==> src/rtl/uart_rx_core_if.sv <==
// rtl/uart_rx_core_if.sv - received-byte valid/ready stream between uart_rx_core and the RX FIFO
interface uart_rx_core_if;
  logic [7:0] m_data;
  logic       m_valid;
  logic       m_ready;

  modport master (output m_data, output m_valid, input m_ready);
  modport slave  (input m_data, input m_valid, output m_ready);
endinterface

==> src/rtl/uart_rx_core.sv <==
// rtl/uart_rx_core.sv - 16x oversampled 8N1 UART receiver with majority vote and byte stream output
module uart_rx_core #(
  parameter int baudrate = 9600,
  parameter int clk_frec = 100000000
) (
  input  logic               S_AXI_ACLK,
  input  logic               S_AXI_ARESETN,
  input  logic               rx,
  uart_rx_core_if.master     m,
  output logic               frame_err,
  output logic               overrun_err,
  output logic               busy
);
  localparam int DIV = clk_frec / (baudrate * 16);
  localparam int CW  = $clog2(DIV);
  localparam logic [CW-1:0] DIV_LAST = CW'(DIV - 1);

  localparam logic [2:0] WAIT_IDLE = 3'd0;
  localparam logic [2:0] IDLE      = 3'd1;
  localparam logic [2:0] START     = 3'd2;
  localparam logic [2:0] DATA      = 3'd3;
  localparam logic [2:0] STOP      = 3'd4;

  logic          rx_meta, rx_s;
  logic [1:0]    prime;
  logic [CW-1:0] cnt;
  logic [3:0]    s;
  logic          smp7, smp8;
  logic [2:0]    bit_idx;
  logic [7:0]    shreg;
  logic [2:0]    state, state_nxt;
  logic          tick, at_mid, maj, start_det;
  logic          deliver, ferr;

  // prime fills two cycles after reset so WAIT_IDLE ignores the synchronizer's reset value of 1
  always_ff @(posedge S_AXI_ACLK or negedge S_AXI_ARESETN) begin
    if (!S_AXI_ARESETN) begin
      rx_meta <= 1'b1;
      rx_s    <= 1'b1;
      prime   <= 2'b00;
    end else begin
      rx_meta <= rx;
      rx_s    <= rx_meta;
      prime   <= {prime[0], 1'b1};
    end
  end

  assign tick      = (cnt == DIV_LAST);
  assign at_mid    = tick && (s == 4'd9);
  assign maj       = (smp7 & smp8) | (smp7 & rx_s) | (smp8 & rx_s);
  assign start_det = (state == IDLE) && !rx_s;

  always_comb begin
    state_nxt = state;
    deliver   = 1'b0;
    ferr      = 1'b0;
    case (state)
      WAIT_IDLE: if (prime[1] && rx_s) state_nxt = IDLE;
      IDLE:      if (!rx_s) state_nxt = START;
      START:     if (at_mid) state_nxt = maj ? IDLE : DATA;
      DATA:      if (at_mid && bit_idx == 3'd7) state_nxt = STOP;
      STOP: begin
        if (at_mid) begin
          if (maj) begin
            deliver   = 1'b1;
            state_nxt = IDLE;
          end else begin
            ferr      = 1'b1;
            state_nxt = WAIT_IDLE;
          end
        end
      end
      default:   state_nxt = WAIT_IDLE;
    endcase
  end

  always_ff @(posedge S_AXI_ACLK or negedge S_AXI_ARESETN) begin
    if (!S_AXI_ARESETN) begin
      state   <= WAIT_IDLE;
      cnt     <= '0;
      s       <= 4'd0;
      smp7    <= 1'b1;
      smp8    <= 1'b1;
      bit_idx <= 3'd0;
      shreg   <= 8'h00;
    end else begin
      state <= state_nxt;
      if (start_det || tick) cnt <= '0;
      else                   cnt <= cnt + 1'b1;
      if (start_det)         s <= 4'd0;
      else if (tick)         s <= s + 4'd1;
      if (tick && s == 4'd7) smp7 <= rx_s;
      if (tick && s == 4'd8) smp8 <= rx_s;
      if (start_det) bit_idx <= 3'd0;
      if (state == DATA && at_mid) begin
        shreg   <= {maj, shreg[7:1]};
        bit_idx <= bit_idx + 3'd1;
      end
    end
  end

  // A byte is accepted if the slot is empty or is being drained this very cycle
  always_ff @(posedge S_AXI_ACLK or negedge S_AXI_ARESETN) begin
    if (!S_AXI_ARESETN) begin
      m.m_data    <= 8'h00;
      m.m_valid   <= 1'b0;
      frame_err   <= 1'b0;
      overrun_err <= 1'b0;
      busy        <= 1'b0;
    end else begin
      frame_err   <= ferr;
      overrun_err <= 1'b0;
      busy        <= (state_nxt != IDLE);
      if (deliver && (!m.m_valid || m.m_ready)) begin
        m.m_data  <= shreg;
        m.m_valid <= 1'b1;
      end else if (deliver) begin
        overrun_err <= 1'b1;
      end else if (m.m_valid && m.m_ready) begin
        m.m_valid <= 1'b0;
      end
    end
  end
endmodule

==> src/flat_wrapper.sv <==
// flat-port wrapper written by rule: the top's interface ports become plain ports
module uart_rx_core_flat 
#(
  parameter int baudrate = 9600,
  parameter int clk_frec = 100000000
)
  (S_AXI_ACLK, S_AXI_ARESETN, rx, frame_err, overrun_err, busy, m_m_data, m_m_valid, m_m_ready);
  uart_rx_core_if m_i ();
  input  logic S_AXI_ACLK;
  input  logic S_AXI_ARESETN;
  input  logic rx;
  output logic frame_err;
  output logic overrun_err;
  output logic busy;
  output wire logic [$bits(m_i.m_data)-1:0] m_m_data;
  output wire logic [$bits(m_i.m_valid)-1:0] m_m_valid;
  input wire logic [$bits(m_i.m_ready)-1:0] m_m_ready;
  assign m_m_data = m_i.m_data;
  assign m_m_valid = m_i.m_valid;
  assign m_i.m_ready = m_m_ready;
  uart_rx_core #(.baudrate(baudrate), .clk_frec(clk_frec)) u_core (.S_AXI_ACLK(S_AXI_ACLK), .S_AXI_ARESETN(S_AXI_ARESETN), .rx(rx), .m(m_i), .frame_err(frame_err), .overrun_err(overrun_err), .busy(busy));
endmodule
==> config.mk <==
export PLATFORM = sky130hd
export DESIGN_NAME = uart_rx_core_flat
export DESIGN_NICKNAME = d
export VERILOG_FILES = /design/src/rtl/uart_rx_core_if.sv /design/src/rtl/uart_rx_core.sv /design/src/flat_wrapper.sv
export SDC_FILE = /design/constraint.sdc
export NUM_CORES = 1
export LEC_CHECK = 0
export ABC_AREA = 1
export BUFFER_PORTS_ARGS = -buffer_cell sky130_fd_sc_hd__buf_2
export CAP_MARGIN = 20
export CORE_MARGIN = 5
export CORE_UTILIZATION = 42
export DETAILED_ROUTE_END_ITERATION = 16
export GPL_TIMING_DRIVEN = 0
export PLACE_DENSITY = 0.6
export SLEW_MARGIN = 20
export SYNTH_ARGS = -nofsm -noshare
export SYNTH_HDL_FRONTEND = slang
export SYNTH_SLANG_ARGS = --single-unit
==> constraint.sdc <==
create_clock -name S_AXI_ACLK -period 3.96 [get_ports S_AXI_ACLK]
set_input_delay 0.396 -clock S_AXI_ACLK [delete_from_list [all_inputs] [get_ports S_AXI_ACLK]]
set_output_delay 0.396 -clock S_AXI_ACLK [all_outputs]
set_load 0.1 [all_outputs]
==> results.toml <==
[status]
status = "finished, final reports clean"

[setup_path]
slowest_stage = "dfrtp_1"
crit_chain = "inv_1, ha_1, nand3_1, nor2_4, nand3_2, clkinv_2, nand4_4, buf_6, nand2_2, o21ai_2"
critPathMaxFanout = 10
worstReg2RegStart = "u_core.cnt[0]$_DFF_PN0_"
start_kind = "register"
crit_type = "reg -> reg"
worstPathArrival_ps = 1880
cp-end-kind = "register"
worstSetupStartpoint = "u_core.cnt[0]$_DFF_PN0_"
max_stage_delay_ps = 410
reg2regPathDepth = 10
cp.required_ps = 4140

[placed_design]
numPortBuffers = 15
post-place-ws_ps = 2240
gp_congestion = 0.805
place_area_um2 = 2280
dpl.cell_count = 315
dp_hpwl_mm = 2.48

[routing]
viasPerCell = 4.62
top_layer_used = "met4"
drt-total-wl_mm = 3.53
met2_length_mm = 1.64
wl_met1_mm = 1.75
dr.pass1.iters = 6
drtIter0Drc = 83
drcViolationCount = 0
wl_per_cell_um = 10.9
met3_length_um = 103
vias = 1493
drtAntennaViolNets = 0

[synthesis]
synth_edf_count = 0
synthFlopType = "dfrtp_1"
async_flop_share_pct = 100
ys_types = 30
synthTopCellsByCount = "nand2_1 (51), dfrtp_1 (42), inv_1 (35), nor2_1 (23), nand3_1 (11)"
syn_avg_cell_area_um2 = 9.09
yosys_warnings = 0
synth.yosys.seq_area_share_pct = 54.6
ys_ff_latch = 46
synth_area_leader_cell = "dfrtp_1"
synthTopCellsByArea = "dfrtp_1 (50%), nand2_1 (9.0%), inv_1 (6.2%), dfstp_2 (5.0%), ha_1 (4.1%)"
syn_inst = 233
syn-cell-area_um2 = 2120
synth_fp_nets = 244
synth_most_common_cell = "nand2_1"
synth_top_area_share_pct = 49.6

[pwr]
internal-power_mw = 0.779
p_comb_share_pct = 19.2
leakagePower_nw = 1.20
p_per_area_nw_per_um2 = 470
net-switching-power_mw = 0.343
swShare_pct = 30.5
p_clk_share_pct = 29.8
seqPwrFrac_pct = 50.9
vdd_drop_max_mv = 0.292
finalPower_mw = 1.12

[timing]
fin_crit_sh_pct = 42.7
slew_headroom_pct = 61.7
fin_skew_ps = 9.16
finalSetupViolCount = 0
tightestPinTransition_ps = 575
worst_slack_ps = 2270
setup_tns_ps = 0
rsz0062_at_grt = "false"
hold_violations = 0
whs_ps = 100
fmax_ghz = 0.591
slew_viol_final = 0
min_period_ps = 1690

[floorplanning]
fp.dieW_um = 81.0
core-area_um2 = 4820
initial_core_util_pct = 43.9
die_area_um2 = 6560
dieHeight_um = 81.0
core.rowCount = 25
ios = 16

[job]
max_cap_violations = 0

[clock_tree]
cts.sinks = 46
clock_latency_ps = 290
ctsResizeCount = 0
cts_setup_buffers = 0
ctsHoldBuffers = 0
cts_tree = "built"
h-tree-depth = 2
cts_buffer_depth = 2
clock-root-buffer = "clkbuf_8"
cts_made_buffers = 5
clkSlewWorstSetupHoldPaths_ps = 80

[global_route]
grt_max_degree = 47
antenna_found_initial = 0
gr-total-overflow = 0
grtUsageTotal_pct = 12.5
grt_pass1_wl_mm = 6.30
grt_pass1_vias = 1432

[layout]
fin_nets = 266
n_antenna_cell = 0
final_area_um2 = 2390
stdcell_count = 323
drive_gt1_share_pct = 18.8
final_core_util_pct = 49.6
areaGrowthSynthToFinish_pct = 12.8

[worst_hold_path]
hp-class = "in -> async"
-- critical path, delay by kind of cell, from the launching register on --
| kind | cells | cell delay [ps] |
|---|---|---|
| adder cells (fa/ha/maj) | 1 | 140 |
| AND/OR/NAND/NOR | 5 | 590 |
| buffers and inverters | 3 | 400 |
| AO/OA/AOI/OAI | 1 | 40 |
| flip-flops | 1 | 410 |
-- registers in the layout (all words and copies together), names as in the netlist --
name / count
u_core.m.m_valid: 1
u_core.smp7: 1
u_core.s: 4
u_core.overrun_err: 1
u_core.m.m_data: 8
u_core.frame_err: 1
u_core.bit_idx: 3
u_core.shreg: 8
u_core.prime: 2
u_core.state: 3
u_core.rx_meta: 1
u_core.rx_s: 1
u_core.cnt: 10
u_core.busy: 1
u_core.smp8: 1
-- power groups by stage --
stage / sequential, mW / combinational, mW / clock, mW
floorplan: 0.601 / 0.143 / 0
global placement: 0.579 / 0.213 / 0
detailed placement: 0.580 / 0.217 / 0
CTS: 0.571 / 0.218 / 0.351
global route: 0.581 / 0.253 / 0.371
finish: 0.571 / 0.216 / 0.335
-- cell type report --
class / count / area [um2]
Fill cell: 477 / 2430
Sequential cell: 46 / 1160
Multi-Input combinational cell: 147 / 793
Inverter: 37 / 140
Tap cell: 67 / 83.8
Timing Repair Buffer: 15 / 77.6
Clock buffer: 5 / 68.8
Clock inverter: 3 / 40.0
Buffer: 3 / 27.5
-- cells in the final DEF, fill, tap and decap left out, drive strengths merged, types with 4 or more instances in the layout --
cell / count
a21oi: 5
buf: 18
clkbuf: 5
clkinv: 4
dfrtp: 42
dfstp: 4
ha: 7
inv: 35
nand2: 56
nand3: 12
nor2: 24
nor3: 7
nor3b: 5
o21ai: 22
-- worst paths after layout --
path / slack [ps] / end
max reg2reg: 2270 / u_core.m.m_data[5]$_DFFE_PN0P_
max in group asynchronous: 3470 / u_core.smp8$_DFFE_PN1P_
min: 100 / u_core.cnt[9]$_DFF_PN0_
min in group S_AXI_ACLK: 200 / u_core.rx_meta$_DFF_PN1_
min reg2reg: 350 / u_core.prime[1]$_DFF_PN0_
max: 2270 / u_core.m.m_data[5]$_DFFE_PN0P_
-- layer usage --
| layer | up-vias | track usage, % |
|---|---|---|
| met5 | - | 0 |
| met1 | 699 | 15.7 |
| met4 | 0 | 5.24 |
| li1 | 776 | - |
| met3 | 2 | 3.66 |
| met2 | 16 | 20.1 |
-- kinds of logic after synthesis --
family,share of synthesized area (%)
flip-flops,54.6
AO/OA/AOI/OAI,8.45
buffers and inverters,7.92
adder cells (fa/ha/maj),4.14
other,0.177
XOR/XNOR,0.414
AND/OR/NAND/NOR,24.3
No activity file was read; power rests on OpenSTA's default activity.
